File: src/rtl/mem_pkg.sv
// Shared types and constants for the memory-access pipeline stage.
package mem_pkg;

  // Default widths; these match the core's register and instruction-address buses.
  localparam int unsigned DATA_W_DEF = 32;
  localparam int unsigned ADDR_W_DEF = 32;

  typedef enum logic {IDLE, ACCESS} mem_state_t;

  // Writeback source selects.
  localparam logic LW_SRC_DM  = 1'b1;
  localparam logic MV_SRC_MOV = 1'b1;

endpackage

File: src/rtl/wb_src_mux.sv
// Writeback data selection: load data, move-path result or ALU result.
module wb_src_mux
  import mem_pkg::*;
#(
  parameter int unsigned DATA_W = DATA_W_DEF
) (
  input  logic              use_load,
  input  logic              lwsrc,
  input  logic              movsrc,
  input  logic [DATA_W-1:0] load_data,
  input  logic [DATA_W-1:0] move_data,
  input  logic [DATA_W-1:0] alu_data,
  output logic [DATA_W-1:0] wb_data
);

  // Load data is only meaningful when a memory access is completing.
  always_comb begin
    if (use_load && (lwsrc == LW_SRC_DM)) begin
      wb_data = load_data;
    end else if (movsrc == MV_SRC_MOV) begin
      wb_data = move_data;
    end else begin
      wb_data = alu_data;
    end
  end

endmodule

File: src/rtl/mem_access_stage.sv
// MEM pipeline stage: data-memory req/ack access, upstream stall and MEM/WB register.
module mem_access_stage
  import mem_pkg::*;
#(
  parameter int unsigned DATA_W  = DATA_W_DEF,
  parameter int unsigned ADDR_W  = ADDR_W_DEF,
  parameter int unsigned TIMEOUT = 16
) (
  input  logic              clk,
  input  logic              rst,
  input  logic [DATA_W-1:0] mem_sw_o,
  input  logic [DATA_W-1:0] mem_write_o,
  input  logic              mem_lwsrc,
  input  logic              mem_movsrc,
  input  logic [ADDR_W-1:0] mem_write_addr_o,
  input  logic              mem_reg_write,
  input  logic              mem_DM_read,
  input  logic              mem_DM_write,
  input  logic [DATA_W-1:0] mem_alu_result,
  output logic              dm_req,
  output logic              dm_we,
  output logic [DATA_W-1:0] dm_addr,
  output logic [DATA_W-1:0] dm_wdata,
  input  logic [DATA_W-1:0] dm_rdata,
  input  logic              dm_ack,
  output logic              stall_o,
  output logic              dm_err_o,
  output logic              wb_reg_write,
  output logic [ADDR_W-1:0] wb_write_addr,
  output logic [DATA_W-1:0] wb_data
);

  localparam int unsigned CNT_W = $clog2(TIMEOUT);

  mem_state_t        state;
  logic [CNT_W-1:0]  cnt;
  logic              mem_op;
  logic              timeout_hit;
  logic [DATA_W-1:0] wb_sel;

  wb_src_mux #(
    .DATA_W (DATA_W)
  ) u_wb_src_mux (
    .use_load  (state == ACCESS),
    .lwsrc     (mem_lwsrc),
    .movsrc    (mem_movsrc),
    .load_data (dm_rdata),
    .move_data (mem_write_o),
    .alu_data  (mem_alu_result),
    .wb_data   (wb_sel)
  );

  // Op detection, timeout detection and the upstream stall.
  always_comb begin
    mem_op      = mem_DM_read | mem_DM_write;
    timeout_hit = (state == ACCESS) && !dm_ack && (cnt == CNT_W'(TIMEOUT - 1));
    stall_o     = 1'b0;
    case (state)
      IDLE:    stall_o = mem_op;
      // The abort cycle also releases the stall so the dead op drains out.
      ACCESS:  stall_o = !(dm_ack || timeout_hit);
      default: stall_o = 1'b0;
    endcase
  end

  // Access FSM, timeout counter, memory request and MEM/WB registers.
  always_ff @(posedge clk) begin
    if (rst) begin
      state         <= IDLE;
      cnt           <= '0;
      dm_req        <= 1'b0;
      dm_we         <= 1'b0;
      dm_addr       <= '0;
      dm_wdata      <= '0;
      dm_err_o      <= 1'b0;
      wb_reg_write  <= 1'b0;
      wb_write_addr <= '0;
      wb_data       <= '0;
    end else begin
      dm_err_o <= 1'b0;
      case (state)
        IDLE: begin
          if (mem_op) begin
            state        <= ACCESS;
            cnt          <= '0;
            dm_req       <= 1'b1;
            dm_addr      <= mem_alu_result;
            dm_wdata     <= mem_sw_o;
            // Read+write together resolves to a store and is flagged.
            dm_we        <= mem_DM_write;
            dm_err_o     <= mem_DM_read & mem_DM_write;
            wb_reg_write <= 1'b0;
          end else begin
            wb_reg_write  <= mem_reg_write;
            wb_write_addr <= mem_write_addr_o;
            wb_data       <= wb_sel;
          end
        end
        ACCESS: begin
          if (dm_ack) begin
            state         <= IDLE;
            dm_req        <= 1'b0;
            wb_reg_write  <= mem_reg_write;
            wb_write_addr <= mem_write_addr_o;
            wb_data       <= wb_sel;
          end else if (timeout_hit) begin
            state        <= IDLE;
            dm_req       <= 1'b0;
            dm_err_o     <= 1'b1;
            wb_reg_write <= 1'b0;
          end else begin
            cnt          <= cnt + 1'b1;
            wb_reg_write <= 1'b0;
          end
        end
        default: state <= IDLE;
      endcase
    end
  end

endmodule

File: config.mk
export PLATFORM = sky130hd
export DESIGN_NAME = mem_access_stage
export DESIGN_NICKNAME = d
export VERILOG_FILES = /design/src/rtl/mem_pkg.sv /design/src/rtl/wb_src_mux.sv /design/src/rtl/mem_access_stage.sv
export SDC_FILE = /design/constraint.sdc
export NUM_CORES = 1
export LEC_CHECK = 0
export CAP_MARGIN = 20
export CORE_ASPECT_RATIO = 1.1
export CORE_MARGIN = 2
export CORE_UTILIZATION = 28
export CTS_BUF_LIST = sky130_fd_sc_hd__clkbuf_8
export CTS_CLUSTER_DIAMETER = 30
export DETAILED_ROUTE_END_ITERATION = 10
export PLACE_DENSITY_LB_ADDON = 0.1
export SLEW_MARGIN = 20
export SYNTH_ARGS = -nofsm -noshare
export SYNTH_HDL_FRONTEND = slang
export SYNTH_SLANG_ARGS = --single-unit
File: constraint.sdc
create_clock -name clk -period 1.6 [get_ports clk]
set_input_delay 0.16 -clock clk [delete_from_list [all_inputs] [get_ports clk]]
set_output_delay 0.16 -clock clk [all_outputs]
set_load 0.05 [all_outputs]
==> tab_implementation.tex <==
\begin{tabular}{lr}
\hline
Metric & Value \\
\hline
\multicolumn{2}{l}{\textbf{Hold path}} \\
Cells on Worst Hold Path & 2 \\
Class of the tightest hold or removal check & in2reg \\
\multicolumn{2}{l}{\textbf{Final layout}} \\
Number of nets in the finished design & 1,113 \\
Layout overhead on the synthesized area & 62.8\% \\
Area used by multi-input combinational logic & 2850 sq um \\
Total area of sequential cells & around 2700 sq um \\
Fill count & 2,027 \\
Layout cells sized above 1 & 27.4\% \\
Antenna cells & 0 \\
\multicolumn{2}{l}{\textbf{Logic synthesis}} \\
Net Count, Synth & 821 \\
Mean post-synth cell area & 8.92 sq um \\
Number of flops mapped to enable cells by yosys & 0 \\
Top cells by area, synth & dfxtp\_1 47\%, a21oi\_1 8.7\%, nand2\_1 8.5\% \\
Part of the Yosys area used for sequential elements & between 40 and 50\% \\
Number of warnings printed during yosys synthesis & 0 \\
Count leader, synth & dfxtp\_1 \\
Top cell types by occurrence after synthesis & 137 x dfxtp\_1, 132 x nand2\_1, 101 x a21oi\_1 \\
Post-synth ARST share & 0\% \\
Area leader, netlist & dfxtp\_1 \\
Netlist cell types & 33 \\
Flops \& latches, synth & 137 \\
Number of cells produced by synthesis & 652 \\
Post-synth design cell area & $\sim$5800 sq um \\
Top FF cell, synth & dfxtp\_1 \\
Yosys top cell area share & 47.1\% \\
\multicolumn{2}{l}{\textbf{Floorplan}} \\
Initial cell density of the core & 28.4\% \\
Vertical die dimension & 155 um \\
Placement row count & 55 \\
Die area & 21,900 sq um \\
Ports placed on the boundary & around 300 \\
Width of the chip & 141 um \\
Core footprint & 20,500 sq um \\
\multicolumn{2}{l}{\textbf{Route}} \\
Detailed-route via count & about 5,600 \\
Count of routing violations after the opening detailed-route iteration & about 240 \\
Drt total wl & 20.2 mm \\
DRC Markers & 0 \\
Antenna Violating Nets Remaining & 0 \\
Drt via density & 4.61 \\
Count of TritonRoute iterations in the first routing pass & 5 \\
Post-detailed-route wirelength per cell & 16.7 um \\
\multicolumn{2}{l}{\textbf{Global route}} \\
Antenna violations before repair & 0 \\
First-pass GRT wire length & 30.8 mm \\
Overflow left after global routing & 0 \\
Largest net degree at the start of global routing & 52 \\
Global routing usage summed across all routing layers & between 10\% and 20\% \\
Vias in the first global route & 5,645 \\
\multicolumn{2}{l}{\textbf{Timing}} \\
Unrepaired setup endpoints after global routing & true \\
Tmin final & between 1.5 and 2 ns \\
Final worst-path cycle share & 100\% \\
TNS Setup & -0.00672 ns \\
Final setup violation count & 1 \\
Max Slew Vio Count & 0 \\
Worst slew pin tran & 0.527 ns \\
Post-route clock skew & around 0.012 ns \\
Final critical-path setup slack & -0.00672 ns \\
Timing-limited maximum frequency & 0.622 GHz \\
Final Hold Violating Endpoints & 0 \\
Relative max-transition margin & 64.9\% \\
Worst-case hold slack & 0.0987 ns \\
\multicolumn{2}{l}{\textbf{Pwr}} \\
Leakage component of the power & 3.95 nW \\
PD cells & 1040 nW/um\^{}2 \\
Sum of internal, switching and leakage power & 9.89 mW \\
Maximum ir drop on the vdd rail & 0.423 mV \\
\multicolumn{2}{l}{\textbf{Setup path}} \\
Kind of critical path & reg2out \\
Required time of the worst setup path & $\sim$1.4 ns \\
Max FO, Critical Path & 3 \\
Crit path arrival time & 1.45 ns \\
R2r worst-path depth & 5 \\
Nature of the critical path startpoint & register \\
Endpoint kind of the worst setup timing path & output port \\
\multicolumn{2}{l}{\textbf{Place}} \\
Place WS & -0.173 ns \\
Detailed placement HPWL & between 10 and 15 mm \\
Last weighted congestion value of the routability-driven placer & 0.734 \\
Number of port buffers & 300 \\
\multicolumn{2}{l}{\textbf{Clock tree}} \\
Number of levels in the clock H-tree & 4 \\
TritonCTS Buffers & 17 \\
Source-to-sink clock delay at the later pin of the worst-skew pair & roughly 0.44 ns \\
Number of hold buffers added after cts & 0 \\
Number of buffers between clock root and the deepest sink & 2 \\
Cell at the root of the clock tree & clkbuf\_8 \\
CTS tree & built \\
Count of clock tree sinks & 137 \\
Clock transition at the registers of the reported paths & approximately 0.080 ns \\
\multicolumn{2}{l}{\textbf{Run}} \\
Maxcap violations & 0 \\
\multicolumn{2}{l}{\textbf{Outcome}} \\
Failing checks & setup timing \\
Run status & complete, but fails checks \\
\hline
\end{tabular}
==> state kept, by name, summed over array words and instances (netlist names), 4 cells and up <==
register	cells
dm_addr	32
dm_wdata	32
wb_write_addr	32
cnt	4
wb_data	32
==> what timing repair did <==
item | 4_1_cts | 5_1_grt
gates resized for setup | 10 | 2
setup endpoints to repair | 1 | 33
pin swaps | 2 | 0
buffers inserted | 6 | 0
==> logic make-up (layout without fill, tap and decap cells) <==
| logic type | count (synthesis) | in the layout | share of synthesized area, % |
|---|---|---|---|
| and+or+nand+nor | 214 | 214 | 16.5 |
| buffers and inverters | 60 | 365 | 4.82 |
| adders and majority gates | 1 | 1 | 0.215 |
| DFF | 137 | 137 | 47.1 |
| muxes | 64 | 64 | 11.7 |
| AOI/OAI and AO/OA | 176 | 176 | 19.6 |
==> power by group <==
part	internal [mW]	switching (mW)	leakage (nW)
clock network	1.93	1.40	0.238
logic	1.12	1.64	2.58
registers	3.66	0.133	1.13
total	6.71	3.17	3.95
==> placed cells by master (no fill, tap or decap), drive strengths merged <==
cell and count:
mux2 32, buf 165, o21ai 34, nor3 2
mux2i 32, o21ba 1, o22a 1, nand3 34
clkdlybuf4s50 166, or3 4, o22ai 32, o21a 1
nor2b 1, nor2 3, clkbuf 19, nand4b 1
o21bai 1, or2b 1, and3 1, nand2b 34
bufinv 5, o31ai 2, dfxtp 137, ha 1
clkinv 5, nand2 132, o211ai 2, a21o 1
and2 1, clkinvlp 1, a21oi 101, inv 4
==> critical path, stage by stage (launching register included) <==
cell,delay (ns)
dfxtp_2,0.35
ha_4,0.16
and3_4,0.19
o21ai_4,0.15
buf_8,0.17
==> per-stage QoR <==
stage               area, sq um  util (%)  cells
floorplan                  5820         -    652
global placement           8920      43.5   1175
detailed placement         8920      43.5   1175
CTS                        9460      46.1   1213
global route               9470      46.2   1213
finish                     9470      46.2   1213
==> path summary, 6_finish.rpt <==
| kind | slack, ns | end | start |
|---|---|---|---|
| worst max-delay path | -0.007 | stall_o | cnt[1] |
| worst min-delay path | 0.1 | wb_write_addr[17] | rst |
| worst max register to register | 0.05 | wb_data[27] | state |
| worst min register to register | 0.46 | dm_wdata[25] | dm_wdata[25] |
==> layout make-up <==
cell class	count	share of cell area (%)
inverters	2	0.0793
multi-input cells	455	30.1
repair buffers	331	32.6
well taps	256	3.38
clock inverters	13	2.13
flip-flops and latches	137	29.0
clock buffers	19	2.76
==> routing by layer <==
layer	wire (um)	vias up	GRT usage [%]	share of wire, %
met5	0	-	0	0
met4	404	0	6.14	2.0
met3	1500	26	6.16	7.4
met2	9560	191	29.4	47
met1	8750	2542	22.3	43
li1	-	2827	-	-
Power figures use the tool's default switching activity.
